===== config.mk =====
export PLATFORM = sky130hd
export DESIGN_NAME = sd_cmd_resp_serializer
export DESIGN_NICKNAME = d
export VERILOG_FILES = /design/src/rtl/sd_cmd_resp_serializer_pkg.sv /design/src/rtl/sd_crc7_serial.sv /design/src/rtl/sd_cmd_resp_serializer.sv
export SDC_FILE = /design/constraint.sdc
export NUM_CORES = 1
export LEC_CHECK = 0
export CAP_MARGIN = 10
export CORE_MARGIN = 2
export CORE_UTILIZATION = 35
export DETAILED_ROUTE_END_ITERATION = 8
export GPL_TIMING_DRIVEN = 0
export SKIP_CTS_REPAIR_TIMING = 1
export SLEW_MARGIN = 15
export SYNTH_ARGS = -nofsm -noshare
export SYNTH_HDL_FRONTEND = slang
export SYNTH_SLANG_ARGS = --single-unit
export TNS_END_PERCENT = 1

===== constraint.sdc =====
create_clock -name CLK -period 5.4 [get_ports CLK]
set_clock_uncertainty 0.05 [all_clocks]
set_input_delay 0.54 -clock CLK [delete_from_list [all_inputs] [get_ports CLK]]
set_output_delay 0.54 -clock CLK [all_outputs]
set_load 0.1 [all_outputs]

===== src/rtl/sd_cmd_resp_serializer_pkg.sv =====
// Shared constants and state encoding for the SD CMD-line response serializer
// and its CRC7 helper.
package sd_cmd_resp_serializer_pkg;

    localparam logic [6:0]  Crc7Poly     = 7'h09;
    localparam int unsigned ShortFrameW  = 48;
    localparam int unsigned LongFrameW   = 136;
    // Long (R2) frames exclude the 8-bit header from the CRC.
    localparam int unsigned LongCrcTop   = 127;
    localparam int unsigned CrcLowBit    = 8;

    typedef enum logic [2:0] {
        StIdle,
        StWait,
        StShift,
        StCrc,
        StEndb
    } state_e;

endpackage


===== src/rtl/sd_crc7_serial.sv =====
// Bit-serial CRC7 (x^7 + x^3 + 1), MSB-first; clear has priority over enable.
module sd_crc7_serial
    import sd_cmd_resp_serializer_pkg::*;
(
    input  logic       CLK,
    input  logic       RESET,
    input  logic       bit_in,
    input  logic       enable,
    input  logic       clear,
    output logic [6:0] crc
);

    logic feedback;

    assign feedback = bit_in ^ crc[6];

    always_ff @(posedge CLK) begin
        if (!RESET || clear) begin
            crc <= '0;
        end else if (enable) begin
            crc <= {crc[5:0], 1'b0} ^ (feedback ? Crc7Poly : 7'h00);
        end
    end

endmodule


===== src/rtl/sd_cmd_resp_serializer.sv =====
// Card-side SD CMD response serializer: 48/136-bit frames, Ncr delay,
// optional on-the-fly CRC7 and abort. All outputs are registered.
module sd_cmd_resp_serializer
    import sd_cmd_resp_serializer_pkg::*;
#(
    parameter int unsigned LongW     = LongFrameW,
    parameter int unsigned ShortW    = ShortFrameW,
    parameter int unsigned NcrW      = 6,
    parameter logic        IdleLevel = 1'b1
) (
    input  logic             CLK,
    input  logic             RESET,
    input  logic             start,
    input  logic             resp_long,
    input  logic             crc_auto,
    input  logic [NcrW-1:0]  ncr_cycles,
    input  logic [LongW-1:0] resp_data,
    input  logic             abort,
    output logic             cmd_out,
    output logic             cmd_oe,
    output logic             busy,
    output logic             done
);

    localparam int unsigned CntW = $clog2(LongW);

    state_e           state_q;
    logic [LongW-1:0] sr_q;
    logic [CntW-1:0]  bit_q;
    logic [NcrW-1:0]  ncr_q;
    logic             long_q;
    logic             crc_auto_q;
    logic             end_q;
    logic             crc_clear;
    logic             crc_en;
    logic [6:0]       crc;

    // The CRC only accumulates in SHIFT; holding it clear elsewhere gives a
    // fresh register on every SHIFT entry.
    assign crc_clear = (state_q == StIdle) || (state_q == StWait);
    assign crc_en    = (state_q == StShift) && (bit_q >= CntW'(CrcLowBit)) &&
                       (!long_q || (bit_q <= CntW'(LongCrcTop)));

    sd_crc7_serial u_crc7 (
        .CLK    (CLK),
        .RESET  (RESET),
        .bit_in (sr_q[LongW-1]),
        .enable (crc_en),
        .clear  (crc_clear),
        .crc    (crc)
    );

    always_ff @(posedge CLK) begin
        if (!RESET) begin
            state_q    <= StIdle;
            sr_q       <= '0;
            bit_q      <= '0;
            ncr_q      <= '0;
            long_q     <= 1'b0;
            crc_auto_q <= 1'b0;
            end_q      <= 1'b0;
            cmd_out    <= IdleLevel;
            cmd_oe     <= 1'b0;
            busy       <= 1'b0;
            done       <= 1'b0;
        end else if (abort) begin
            state_q <= StIdle;
            end_q   <= 1'b0;
            cmd_out <= IdleLevel;
            cmd_oe  <= 1'b0;
            busy    <= 1'b0;
            done    <= 1'b0;
        end else begin
            done <= 1'b0;
            unique case (state_q)
                StIdle: begin
                    // end_q marks the cycle the end bit is on the line.
                    cmd_out <= IdleLevel;
                    cmd_oe  <= 1'b0;
                    busy    <= 1'b0;
                    done    <= end_q;
                    end_q   <= 1'b0;
                    if (start && !busy) begin
                        sr_q       <= resp_long ? resp_data :
                                      {resp_data[ShortW-1:0], {(LongW-ShortW){1'b0}}};
                        bit_q      <= resp_long ? CntW'(LongW - 1) : CntW'(ShortW - 1);
                        long_q     <= resp_long;
                        crc_auto_q <= crc_auto;
                        ncr_q      <= ncr_cycles;
                        busy       <= 1'b1;
                        state_q    <= (ncr_cycles != '0) ? StWait : StShift;
                    end
                end
                StWait: begin
                    cmd_out <= IdleLevel;
                    cmd_oe  <= 1'b0;
                    ncr_q   <= ncr_q - 1'b1;
                    if (ncr_q == NcrW'(1)) begin
                        state_q <= StShift;
                    end
                end
                StShift: begin
                    cmd_out <= sr_q[LongW-1];
                    cmd_oe  <= 1'b1;
                    sr_q    <= sr_q << 1;
                    bit_q   <= bit_q - 1'b1;
                    if (crc_auto_q && (bit_q == CntW'(CrcLowBit))) begin
                        state_q <= StCrc;
                    end else if (bit_q == CntW'(1)) begin
                        state_q <= StEndb;
                    end
                end
                StCrc: begin
                    // bit_q runs 7..1 here, selecting crc[6]..crc[0].
                    cmd_out <= crc[3'(bit_q - 1'b1)];
                    cmd_oe  <= 1'b1;
                    bit_q   <= bit_q - 1'b1;
                    if (bit_q == CntW'(1)) begin
                        state_q <= StEndb;
                    end
                end
                StEndb: begin
                    cmd_out <= crc_auto_q ? 1'b1 : sr_q[LongW-1];
                    cmd_oe  <= 1'b1;
                    end_q   <= 1'b1;
                    state_q <= StIdle;
                end
                default: begin
                    state_q <= StIdle;
                end
            endcase
        end
    end

endmodule


==> metrics.log <==
[metrics] crit path kind: register to primary output
[metrics] combinational fraction of design power: 16.1%
[metrics] WL per Instance: 15.9 microns
[metrics] cell count after synthesis: 1,020
[metrics] CTS Root Cell: sky130_fd_sc_hd__clkbuf_16
[metrics] Final Hold Fails: 0
[metrics] core utilization of the finished layout: 46.6%
[metrics] largest cells by area after synthesis: sky130_fd_sc_hd__dfxtp_1, sky130_fd_sc_hd__a311oi_1, sky130_fd_sc_hd__nand2_1
[metrics] GR Util met1: 27.7%
[metrics] number of nets with antenna violations after routing: 0
[metrics] static leakage: 3.81 nW
[metrics] final design instance area without fill: 0.0106 sq mm
[metrics] Register-to-Register Path Depth: 7
[metrics] post-synthesis instance area: 0.00816 sq mm
[metrics] vias in the first global route: 7,476
[metrics] critical path data arrival time: 2.00 ns
[metrics] top_reg_cell synth: sky130_fd_sc_hd__dfxtp_1
[metrics] standard cell core area: 0.0228 sq mm
[metrics] number of cells on the critical path: 1
[metrics] number of search-and-repair iterations in the first detailed-routing pass: 8
[metrics] post-place instance area: 0.0101 sq mm
[metrics] clock network latency to the later pin of the worst-skew pair: 0.43 ns
[metrics] proportion of power drawn by the clock network: 39.3%
[metrics] Antenna Cells: 0
[metrics] placement row count: 55
[metrics] buffer depth of the longest clock path: 2
[metrics] routability congestion estimate: 0.829
[metrics] cell type contributing the most total cell area after synthesis: sky130_fd_sc_hd__dfxtp_1
[metrics] required time at the endpoint of the critical path: 4.81 ns
[metrics] slew at the pin closest to its max-slew limit: 0.995 ns
[metrics] outcome: finished, final reports clean
[metrics] relative slew slack: 33.5%
[metrics] met2 track demand over resource in global routing: 30.9%
[metrics] achievable clock frequency: 386 MHz
[metrics] Period Utilization, post-route: 48.0%
[metrics] share of the yosys chip area belonging to registers: 41.0%
[metrics] remaining design rule violation count: 0
[metrics] leading cell types in the layout, fill and taps excluded: sky130_fd_sc_hd__nand2_1, sky130_fd_sc_hd__dfxtp_1, sky130_fd_sc_hd__clkdlybuf4s50_1
[metrics] number of violations reported at the end of detailed-routing iteration 0: 607
[metrics] synth warn: 0
[metrics] count of input and output buffers: 150
[metrics] pin count of the biggest net entering global routing: 17
[metrics] clock sink total: 167
[metrics] most crowded layer after global routing: met2
[metrics] leading cell type in the layout, fill and taps excluded: sky130_fd_sc_hd__nand2_1
[metrics] Unique masters post-synth: 52
[metrics] class of the tightest hold or removal check: register to register
[metrics] Avg Synthesized Cell Area: 8.00 sq um
[metrics] setup repair after global routing missed its margin: false
[metrics] GRT Total Usage: 19.7%
[metrics] Initial Utilization: 35.8%
[metrics] Die Y: 157 microns
[metrics] final setup fails: 0
[metrics] post-synthesis sequential element count: 167
[metrics] total negative setup slack: 0 ns
[metrics] number of CTS-inserted buffers: 17
[metrics] final-layout fill cell count: 2,275
[metrics] H-Tree Level Count: 4
[metrics] Max-Cap Viols: 0
[metrics] clock transition at the registers of the reported paths: 0.07 ns
[metrics] cells along the critical path: clkdlybuf4s50_1
[metrics] top-level I/O count: 152
[metrics] Buffers & Inverters on Critical Path: 1
[metrics] die width: 157 microns
[metrics] Worst Hold Depth: 2
[metrics] number of antenna violations at the first check in global routing: 0
[metrics] layout cell share with drive strength beyond 1: 6.07%
[metrics] Total Power: 3.04 mW
[metrics] element type at the critical path start: register
[metrics] final critical-path required period: 2.59 ns
[metrics] Reg area: 0.00334 sq mm
[metrics] combined area of the multi-input logic cells: 0.00434 sq mm
[metrics] worst ir drop on vdd: 199 uV
[metrics] Layout area overhead: 30.2%
[metrics] critical-path maximum fanout: 5
[metrics] internal portion of total power: 2.19 mW
[metrics] global-route wire length before repair: 38,600 microns
[metrics] share of the synthesized area in the top cell type: 41.0%
[metrics] number of synthesized flops with an enable pin: 0
[metrics] cell family contributing the most delay on the critical path: buffers and inverters
[metrics] Die ar.: 0.0245 sq mm
[metrics] post-DR vias/cell: 5.26
[metrics] pins over their slew limit: 0
[metrics] clock tree from TritonCTS: yes
[metrics] Sw Ratio: 27.9%
[metrics] final layout net count: 1,341
[metrics] hpwl dp: 17,600 microns
[metrics] Max stage delay cell, worst path: sky130_fd_sc_hd__clkdlybuf4s50_1
[metrics] net switching power: 0.848 mW
[metrics] share of total power in sequential cells: 44.6%
[metrics] ys async rst share: 0%
[metrics] CP max stage delay: 1.18 ns
[metrics] kind of end point of the critical path: primary output
[metrics] Vias: 7,973
[metrics] PD cells: 286 mW/mm^2
[metrics] global routing met3 resource utilization: 4.07%
[metrics] routed wire length: 24,100 microns
[metrics] net count after synthesis: 1,172
[metrics] final global-route overflow total: 0
==> power groups by stage <==
stage                     clock network (mW)  registers (mW)  logic [mW]
final                                   1.19            1.36       0.490
after global routing                    1.27            1.37       0.545
after detailed placement                   0            1.38       0.488
after global placement                     0            1.38       0.487
after floorplan                            0            1.38       0.285
after CTS                               1.22            1.36       0.491
==> synth_stat cells (all sizes together) (4+ instances only) <==
library cell	count
a21oi	64
nor2	108
nand2	196
o21ai	11
buf	40
nor3b	6
a211oi	6
ha	4
a311oi	88
xnor2	4
clkbuf	61
inv	7
dfxtp	167
o211ai	52
nor3	8
nand2b	4
mux2i	59
nand3	88
==> layer usage <==
layer	wire [microns]	up-vias
met1	11600	3727
met2	10800	207
met5	0	-
met3	1430	18
met4	250	0
li1	-	4021
==> tightest hold or removal path: cells and delay by family (launching register included) <==
family	cells	cell delay, ns
flops	1	0.31
simple gates	2	0.08
==> layout make-up <==
| type | count | area share [%] |
|---|---|---|
| Buffer | 101 | 4.21 |
| Clock buffer | 18 | 4.04 |
| Clock inverter | 14 | 1.32 |
| Inverter | 7 | 0.247 |
| Multi-Input combinational cell | 745 | 40.9 |
| Sequential cell | 167 | 31.5 |
| Tap cell | 313 | 3.69 |
| Timing Repair Buffer | 150 | 14.1 |
==> kinds of logic (layout without fill, tap and decap cells) <==
logic type	count (synthesis)	after routing	share of synthesized area (%)
fa+ha+maj	4	4	0.614
xor+xnor	6	6	0.644
buf+inv	108	290	5.80
compound gates	240	240	21.4
simple gates	435	435	23.0
mux	60	60	7.52
flops	167	167	41.0
==> state kept, by name, indices dropped and copies added, names as in the netlist, 3 cells and up <==
register,cells
bit_q,8
ncr_q,6
sr_q,136
state_q,3
u_crc7.crc,7
==> stage by stage <==
stage / worst slack, ns / instances / hold slack (ns)
floorplan: 3.13 / 1020 / 0.364
global placement: 2.60 / 1483 / 0.375
detailed placement: 2.58 / 1483 / 0.377
CTS: 2.79 / 1515 / 0.387
global route: 2.75 / 1515 / 0.424
finish: 2.81 / 1515 / 0.384
==> worst paths after layout <==
| check | slack, ns | endpoint | from |
|---|---|---|---|
| max | 2.81 | busy | busy |
| min | 0.38 | done | end_q |
| max reg2reg | 2.95 | cmd_out | bit_q[0] |
| min reg2reg | 0.38 | done | end_q |
Power figures use the tool's default switching activity.
